<file path="config.mk">
export PLATFORM = sky130hd
export DESIGN_NAME = muxn_rr
export DESIGN_NICKNAME = d
export VERILOG_FILES = /design/src/rtl/muxn_rr.sv
export SDC_FILE = /design/constraint.sdc
export NUM_CORES = 1
export LEC_CHECK = 0
export CORE_MARGIN = 1.5
export CORE_UTILIZATION = 43
export CTS_CLUSTER_SIZE = 16
export DETAILED_ROUTE_END_ITERATION = 12
export PLACE_DENSITY_LB_ADDON = 0.12
export SYNTH_ARGS = -nofsm -noshare
export SYNTH_HDL_FRONTEND = slang
export SYNTH_SLANG_ARGS = --single-unit
</file>
<file path="constraint.sdc">
create_clock -name clk -period 5.06 [get_ports clk]
set_input_delay 1.012 -clock clk [delete_from_list [all_inputs] [get_ports clk]]
set_output_delay 1.012 -clock clk [all_outputs]
set_load 0.1 [all_outputs]
</file>
<file path="src/rtl/muxn_rr.sv">
// N-to-1 registered channel multiplexer with fixed-select and round-robin modes.
// One output register stage with a valid/ready handshake on both sides.
module muxn_rr #(
  parameter int unsigned N = 5,
  parameter int unsigned W = 8,
  localparam int unsigned SW = ($clog2(N) > 1) ? $clog2(N) : 1
) (
  input  logic           clk,
  input  logic           rst_n,
  input  logic           mode,
  input  logic [SW-1:0]  sel,
  input  logic [N*W-1:0] in_data,
  input  logic [N-1:0]   in_valid,
  output logic [N-1:0]   in_ready,
  output logic [W-1:0]   out_data,
  output logic           out_valid,
  input  logic           out_ready,
  output logic [SW-1:0]  out_sel,
  output logic           sel_err
);

  localparam int unsigned NP = 1 << SW;

  logic [SW-1:0] ptr;
  logic          can_load_c;
  logic          gnt_vld_c;
  logic [SW-1:0] gnt_c;
  logic [W-1:0]  gnt_data_c;
  logic [NP-1:0] valid_pad_c;
  logic          sel_bad_c;

  assign can_load_c  = !out_valid || out_ready;
  assign valid_pad_c = NP'(in_valid);
  assign sel_bad_c   = !mode && (32'(sel) >= N);

  // Grant selection; the round-robin scan wraps modulo N starting at ptr.
  always_comb begin
    int unsigned idx;
    gnt_vld_c = 1'b0;
    gnt_c     = '0;
    idx       = 0;
    if (!mode) begin
      if (!sel_bad_c && valid_pad_c[sel]) begin
        gnt_vld_c = 1'b1;
        gnt_c     = sel;
      end
    end else begin
      for (int unsigned k = 0; k < N; k++) begin
        idx = 32'(ptr) + k;
        if (idx >= N) idx = idx - N;
        if (!gnt_vld_c && in_valid[idx]) begin
          gnt_vld_c = 1'b1;
          gnt_c     = SW'(idx);
        end
      end
    end
  end

  // Data mux and accept strobes for the granted channel.
  always_comb begin
    gnt_data_c = '0;
    in_ready   = '0;
    for (int unsigned i = 0; i < N; i++) begin
      if (gnt_c == SW'(i)) begin
        gnt_data_c  = in_data[i*W +: W];
        in_ready[i] = rst_n && can_load_c && gnt_vld_c;
      end
    end
  end

  always_ff @(posedge clk) begin
    if (!rst_n) begin
      out_data  <= '0;
      out_sel   <= '0;
      out_valid <= 1'b0;
      sel_err   <= 1'b0;
      ptr       <= '0;
    end else begin
      if (sel_bad_c) sel_err <= 1'b1;
      if (can_load_c) begin
        if (gnt_vld_c) begin
          out_data  <= gnt_data_c;
          out_sel   <= gnt_c;
          out_valid <= 1'b1;
          if (mode) ptr <= (32'(gnt_c) == N - 1) ? '0 : SW'(gnt_c + 1'b1);
        end else begin
          out_valid <= 1'b0;
        end
      end
    end
  end

endmodule

</file>
Word level (Yosys, flattened, before mapping)
Cells that the tools add are included.
{ "totals": {"word_cells": 102, "out_inout_bits": 18, "regBits": 16} }
{ "op_classes": {"order_cmp": 12, "n_eq_ne": 4, "addsub": 10, "reduce_logical": 19, "muxes": 52} }
{ "op_table": {"columns": ["op", "n"], "rows": [
  ["32-bit 2-to-1 mux", 10],
  ["32-bit by 4-bit < comparator with 1-bit output, second input constant", 5],
  ["8-bit 2-to-1 mux", 5],
  ["3-bit 2-to-1 mux", 8],
  ["1-bit 2-to-1 mux", 23],
  ["4-bit by 3-bit subtractor with 5-bit output, second input constant", 4],
  ["1-bit binary-select mux with 3-bit select", 6],
  ["4-bit by 3-bit greater-or-equal comparator with 1-bit output, second input constant", 4],
  ["3-bit by 2-bit adder with 4-bit output, second input constant", 2],
  ["1-bit logical AND", 8],
  ["1-bit logical NOT", 7],
  ["3-bit by 2-bit equality test with 1-bit output, second input constant", 2],
  ["3-bit greater-or-equal comparator, second input constant", 2],
  ["3-bit by 1-bit adder with 4-bit output, second input constant", 1],
  ["3-bit by 3-bit adder with 4-bit output, second input constant", 1],
  ["3-bit by 4-bit < comparator with 1-bit output, second input constant", 1],
  ["3-bit by 3-bit subtractor with 4-bit output, second input constant", 1],
  ["3-bit by 1-bit adder with 3-bit output, second input constant", 1],
  ["3-bit by 1-bit equality test with 1-bit output, second input constant", 1],
  ["3-bit equality test, second input constant", 1],
  ["3-bit logical NOT", 1],
  ["3-bit AND reduction", 1],
  ["2-bit AND reduction", 1],
  ["1-bit logical OR", 1]
]} }

Depth between registers and ports, before layout
{ "depth": {"word_depth": 29, "depth_mapped": 25, "depth_no_buf": 22} }

Worst setup path after synthesis
Ideal clock, no wire load.
{ "synth_timing": {"path_kind": "reg-to-output", "startpoint": "register ptr[1]", "endpoint": "output port in_ready[3]", "n_path_buf": 2, "slack_ps": -725, "path_stages_with_launch": 18, "arrival_time_ps": 4773, "cell_sequence": "dfxtp_1 -> clkbuf_1 -> inv_1 -> ha_1 -> buf_2 -> nor2b_1 -> or4_4 -> a221oi_4 -> nand3_1 -> o32ai_1 -> a211oi_1 -> a21oi_1 -> o31ai_1 -> inv_1 -> ha_1 -> ha_1 -> inv_1 -> nor2_1"} }
{ "synth_via": {"elab_chain_cells": 25} }
{ "synth_lines": {"columns": ["element", "line", "text"], "rows": [
  ["start: declaration", "24", "logic [SW-1:0] ptr;"],
  ["start signal: assignment", "85", "if (mode) ptr <= (32'(gnt_c) == N - 1) ? '0 : SW'(gnt_c + 1'b1);"],
  ["parallel branches: the longest is 21 deep, another holds 4-bit by 3-bit subtractor with 5-bit output", null, null],
  ["3-bit 2-to-1 mux *", "51", "if (!gnt_vld_c && in_valid[idx]) begin"],
  ["3-bit 2-to-1 mux *", "42", "if (!mode) begin"],
  ["named net gnt_c[1]", "27", "logic [SW-1:0] gnt_c;"],
  ["3-bit by 2-bit equality test with 1-bit output *", "64", "if (gnt_c == SW'(i)) begin"],
  ["1-bit 2-to-1 mux *", "64", null],
  ["end: declaration", "14", "output logic [N-1:0] in_ready,"]
]} }
Mark *: on every way through the listed nets, which the timed path passes. The select of a mux whose other input is x is not followed.

Final worst setup path
{ "layout_timing": {"startpoint": "input port in_valid[3]", "endpoint": "output port in_ready[3]"} }
{ "layout_via": {"elab_chain_cells": 22} }
{ "layout_lines": {"columns": ["element", "line", "text"], "rows": [
  ["start: declaration", "13", "input logic [N-1:0] in_valid,"],
  ["1-bit binary-select mux with 3-bit select", "51", null],
  ["1-bit 2-to-1 mux (implied by the code)", "51", null],
  ["1-bit 2-to-1 mux", "51", null],
  ["1-bit 2-to-1 mux", "42", null],
  ["1-bit logical NOT", "51", null],
  ["1-bit logical AND", "51", null],
  ["1-bit 2-to-1 mux", "51", null],
  ["1-bit 2-to-1 mux", "42", null],
  ["[7 not listed]", null, null],
  ["1-bit 2-to-1 mux", "42", null],
  ["1-bit logical NOT", "51", null],
  ["1-bit logical AND", "51", null],
  ["3-bit 2-to-1 mux", "51", null],
  ["3-bit 2-to-1 mux *", "42", null],
  ["named net gnt_c[1]", "27", null],
  ["3-bit by 2-bit equality test with 1-bit output *", "64", null],
  ["1-bit 2-to-1 mux *", "64", null]
]} }
Mark *: on every way through the listed nets, which the timed path passes. The rest lies on a longest branch. The select of a mux whose other input is x is not followed.

==> impl_metrics.ini <==
[sta]
max_freq_ghz = 0.201
tightest_slew_ps = 973
clock_skew_ps = 7.24
slew_violations = 0
hold_viol_final = 0
hold_ws_ps = 505
finalCriticalPeriod_ps = 4970
relSlewSlack_pct = 34.9
fin_crit_sh_pct = 98.2
fin_setup_tns_ps = 0
setup_slack_ps = 89.9
finalSetupViolCount = 0

[logic_synthesis]
ys_top_cells_by_area = dfxtp_1, ha_1, mux4_2
netlist_instances = 289
synth_top_area_share_pct = 14.1
syn_avg_cell_area_um2 = 7.84
yosysTopAreaCell = dfxtp_1
yosysWarnings = 0
ys_async_sr_fraction_pct = 0
syn_nets = 357
ys_types = 68
yosysSeqAreaShare_pct = 14.1
synthFlopType = dfxtp_1
synth_area_um2 = 2260
synth_edf_count = 0
synth_seq_cells = 16

[worst_setup_path]
setup.worst_path.start_class = input port
crit_path_end_kind = output pin
crit_arrival_ps = 3960
path_max_fanout = 7
crit_type = input port to output pin
critPathRequiredTime_ps = 4050
rrSetupSlack_ps = 410

[power_and_ir_drop]
p_per_area_nw_per_um2 = 500
peakVddDrop_mv = 0.323
power_mw = 1.77
p_leak_nw = 1.40

[grt]
grt_max_degree = 27
grt_usage_pct = 25.1
grt_remaining_overflow = 0
grt_pass1_vias = 2353
grt_pass1_wl_um = 11100
antenna_found_initial = 0

[floorplan]
core_area_um2 = 5110
die_area_um2 = 5710
ios = 70
die_h_um = 75.6
die_w_um = 75.6
num_rows = 26
initial_utilization_pct = 44.3

[placement]
gp_congestion = 0.879
placed_area_um2 = 3320
dp.cells = 450
post-place-ws_ps = -151
portBuffers = 69
hpwl_um = 5880

[detailed_routing]
drt_wl_total_um = 7780
drtIter0Drc = 171
dr.pass1.iters = 4
remaining_drc_errors = 0
route.antenna.remaining_nets = 0
wl_per_cell_um = 16.9
dr_total_vias = 2679
viasPerCell = 5.82

[cells_and_area]
fillerInstances = 438
layoutNonFillerInstCount = 460
area.sequential_um2 = 324
postLayoutCellArea_um2 = 3540
drive_above_1_share_pct = 27.7
final_util_pct = 69.3
n_antenna_cell = 0
multiInputGateArea_um2 = 1910
fin_nets = 459
areaGrowthSynthToFinish_pct = 56.4

[clock_network]
cts_root_buffer = clkbuf_8
clk_latency_ps = 260
cts_buffers = 3
hold_buffers = 0
cts-htree-levels = 1
clkSinkCount = 16
clock_path_buffers = 2
clk_pin_slew_ps = 70
cts_tree = yes

[hold_path]
min_path_type = flop to flop

[outcome]
status = completed

[flow_run]
maxCapViolations = 0
## cell usage after synthesis, types with 2 or more instances
master,count
a211o_1,3
a211oi_1,5
a21o_1,3
a21oi_1,10
a221o_1,2
a221oi_1,2
a22oi_1,11
a31o_2,3
a31oi_1,3
and2_4,2
and3_1,6
buf_2,7
buf_6,2
clkbuf_1,7
dfxtp_1,16
ha_1,16
inv_1,15
mux2_2,4
mux2i_1,5
mux4_2,5
nand2_1,29
nand2b_1,4
nand3_1,10
nand3b_1,2
nand4_1,7
nor2_1,19
nor2b_1,7
nor3_1,3
nor3b_1,4
o21a_1,4
o21ai_0,19
o21ai_1,4
o221a_2,2
o221ai_1,7
o22ai_1,2
o31ai_1,3
o32ai_1,2
xnor2_1,3
xor2_1,2
## cell usage in the layout, fill, tap and decap left out, drive strengths merged, types with 2 or more instances in the layout
cell type	Yosys	routed
o221a	2	2
nor2	19	19
xnor2	3	3
o31ai	3	3
o21ai	23	23
and2	3	3
o21a	4	4
and3	6	6
mux4	5	5
inv	15	14
dlygate4sd2	0	4
a21o	3	3
mux2i	5	5
a211oi	5	5
nand2b	4	4
a31oi	3	3
a31o	3	3
nor2b	7	7
nor3	3	3
clkdlybuf4s50	0	59
a22oi	11	11
clkbuf	7	4
xor2	2	2
mux2	4	4
dfxtp	16	16
o32ai	2	2
a2111oi	3	3
nand4	7	7
o221ai	7	7
nand3	11	11
a211o	3	3
a221o	2	2
a21oi	11	11
buf	11	51
nor3b	4	4
nand3b	2	2
ha	16	16
a221oi	3	3
nand2	29	29
o22ai	2	2
## layer usage
layer	GRT usage, %	wire, µm	share of wire, %	up-vias
li1	-	-	-	1314
met4	1.98	50	0.64	0
met1	37.8	3660	47	1260
met5	0	0	0	-
met3	3.31	490	6.3	7
met2	39.8	3580	46	98
## repair_timing
item,4_1_cts,5_1_grt
setup endpoints to repair,5,11
setup buffers,2,4
pin swaps,6,11
gates resized for setup,11,27
## registers in the layout (all words and copies together) (netlist names)
register,flops
sel_err,1
ptr,3
out_valid,1
out_data,8
out_sel,3
## where the power goes
part           switching, mW  internal, mW  total [mW]
clock                 0.0516        0.0692       0.121
sequential            0.0232         0.159       0.182
combinational          0.841         0.627        1.47
total                  0.916         0.855        1.77
## critical path, stage by stage
cell	delay (ps)
dlygate4sd2_1	250
buf_6	140
mux4_2	490
o2111ai_2	120
and3_4	230
buf_6	110
nand3_4	90
o32ai_2	270
a211oi_1	100
a21oi_1	150
o31ai_1	80
buf_4	140
inv_1	70
ha_2	170
ha_2	180
inv_2	50
nor2_4	100
buf_12	180
## cell families after synthesis
| family | Yosys count | share of synthesized area [%] |
|---|---|---|
| xor+xnor | 5 | 1.93 |
| fa+ha+maj | 16 | 8.84 |
| simple gates | 104 | 24.9 |
| mux | 14 | 9.17 |
| buf+inv | 33 | 6.68 |
| compound gates | 101 | 34.4 |
| flops | 16 | 14.1 |
## final timing paths
kind	start	end	cells after the start
min	sel_err$_SDFFE_PN0P_	sel_err$_SDFFE_PN0P_	2
max reg2reg	ptr[0]$_SDFFE_PN0P_	out_data[7]$_SDFFE_PN0P_	21
min reg2reg	sel_err$_SDFFE_PN0P_	sel_err$_SDFFE_PN0P_	2
max	in_valid[3]	in_ready[3]	18
## final cells by class
| class | count | area share [%] |
|---|---|---|
| inverter | 15 | 1.77 |
| timing repair buffer | 115 | 31.0 |
| tap | 70 | 2.47 |
| clock buffer | 4 | 1.55 |
| sequential | 16 | 9.15 |
| multi-input combinational | 240 | 54.0 |
No activity file was read; power rests on OpenSTA's default activity.
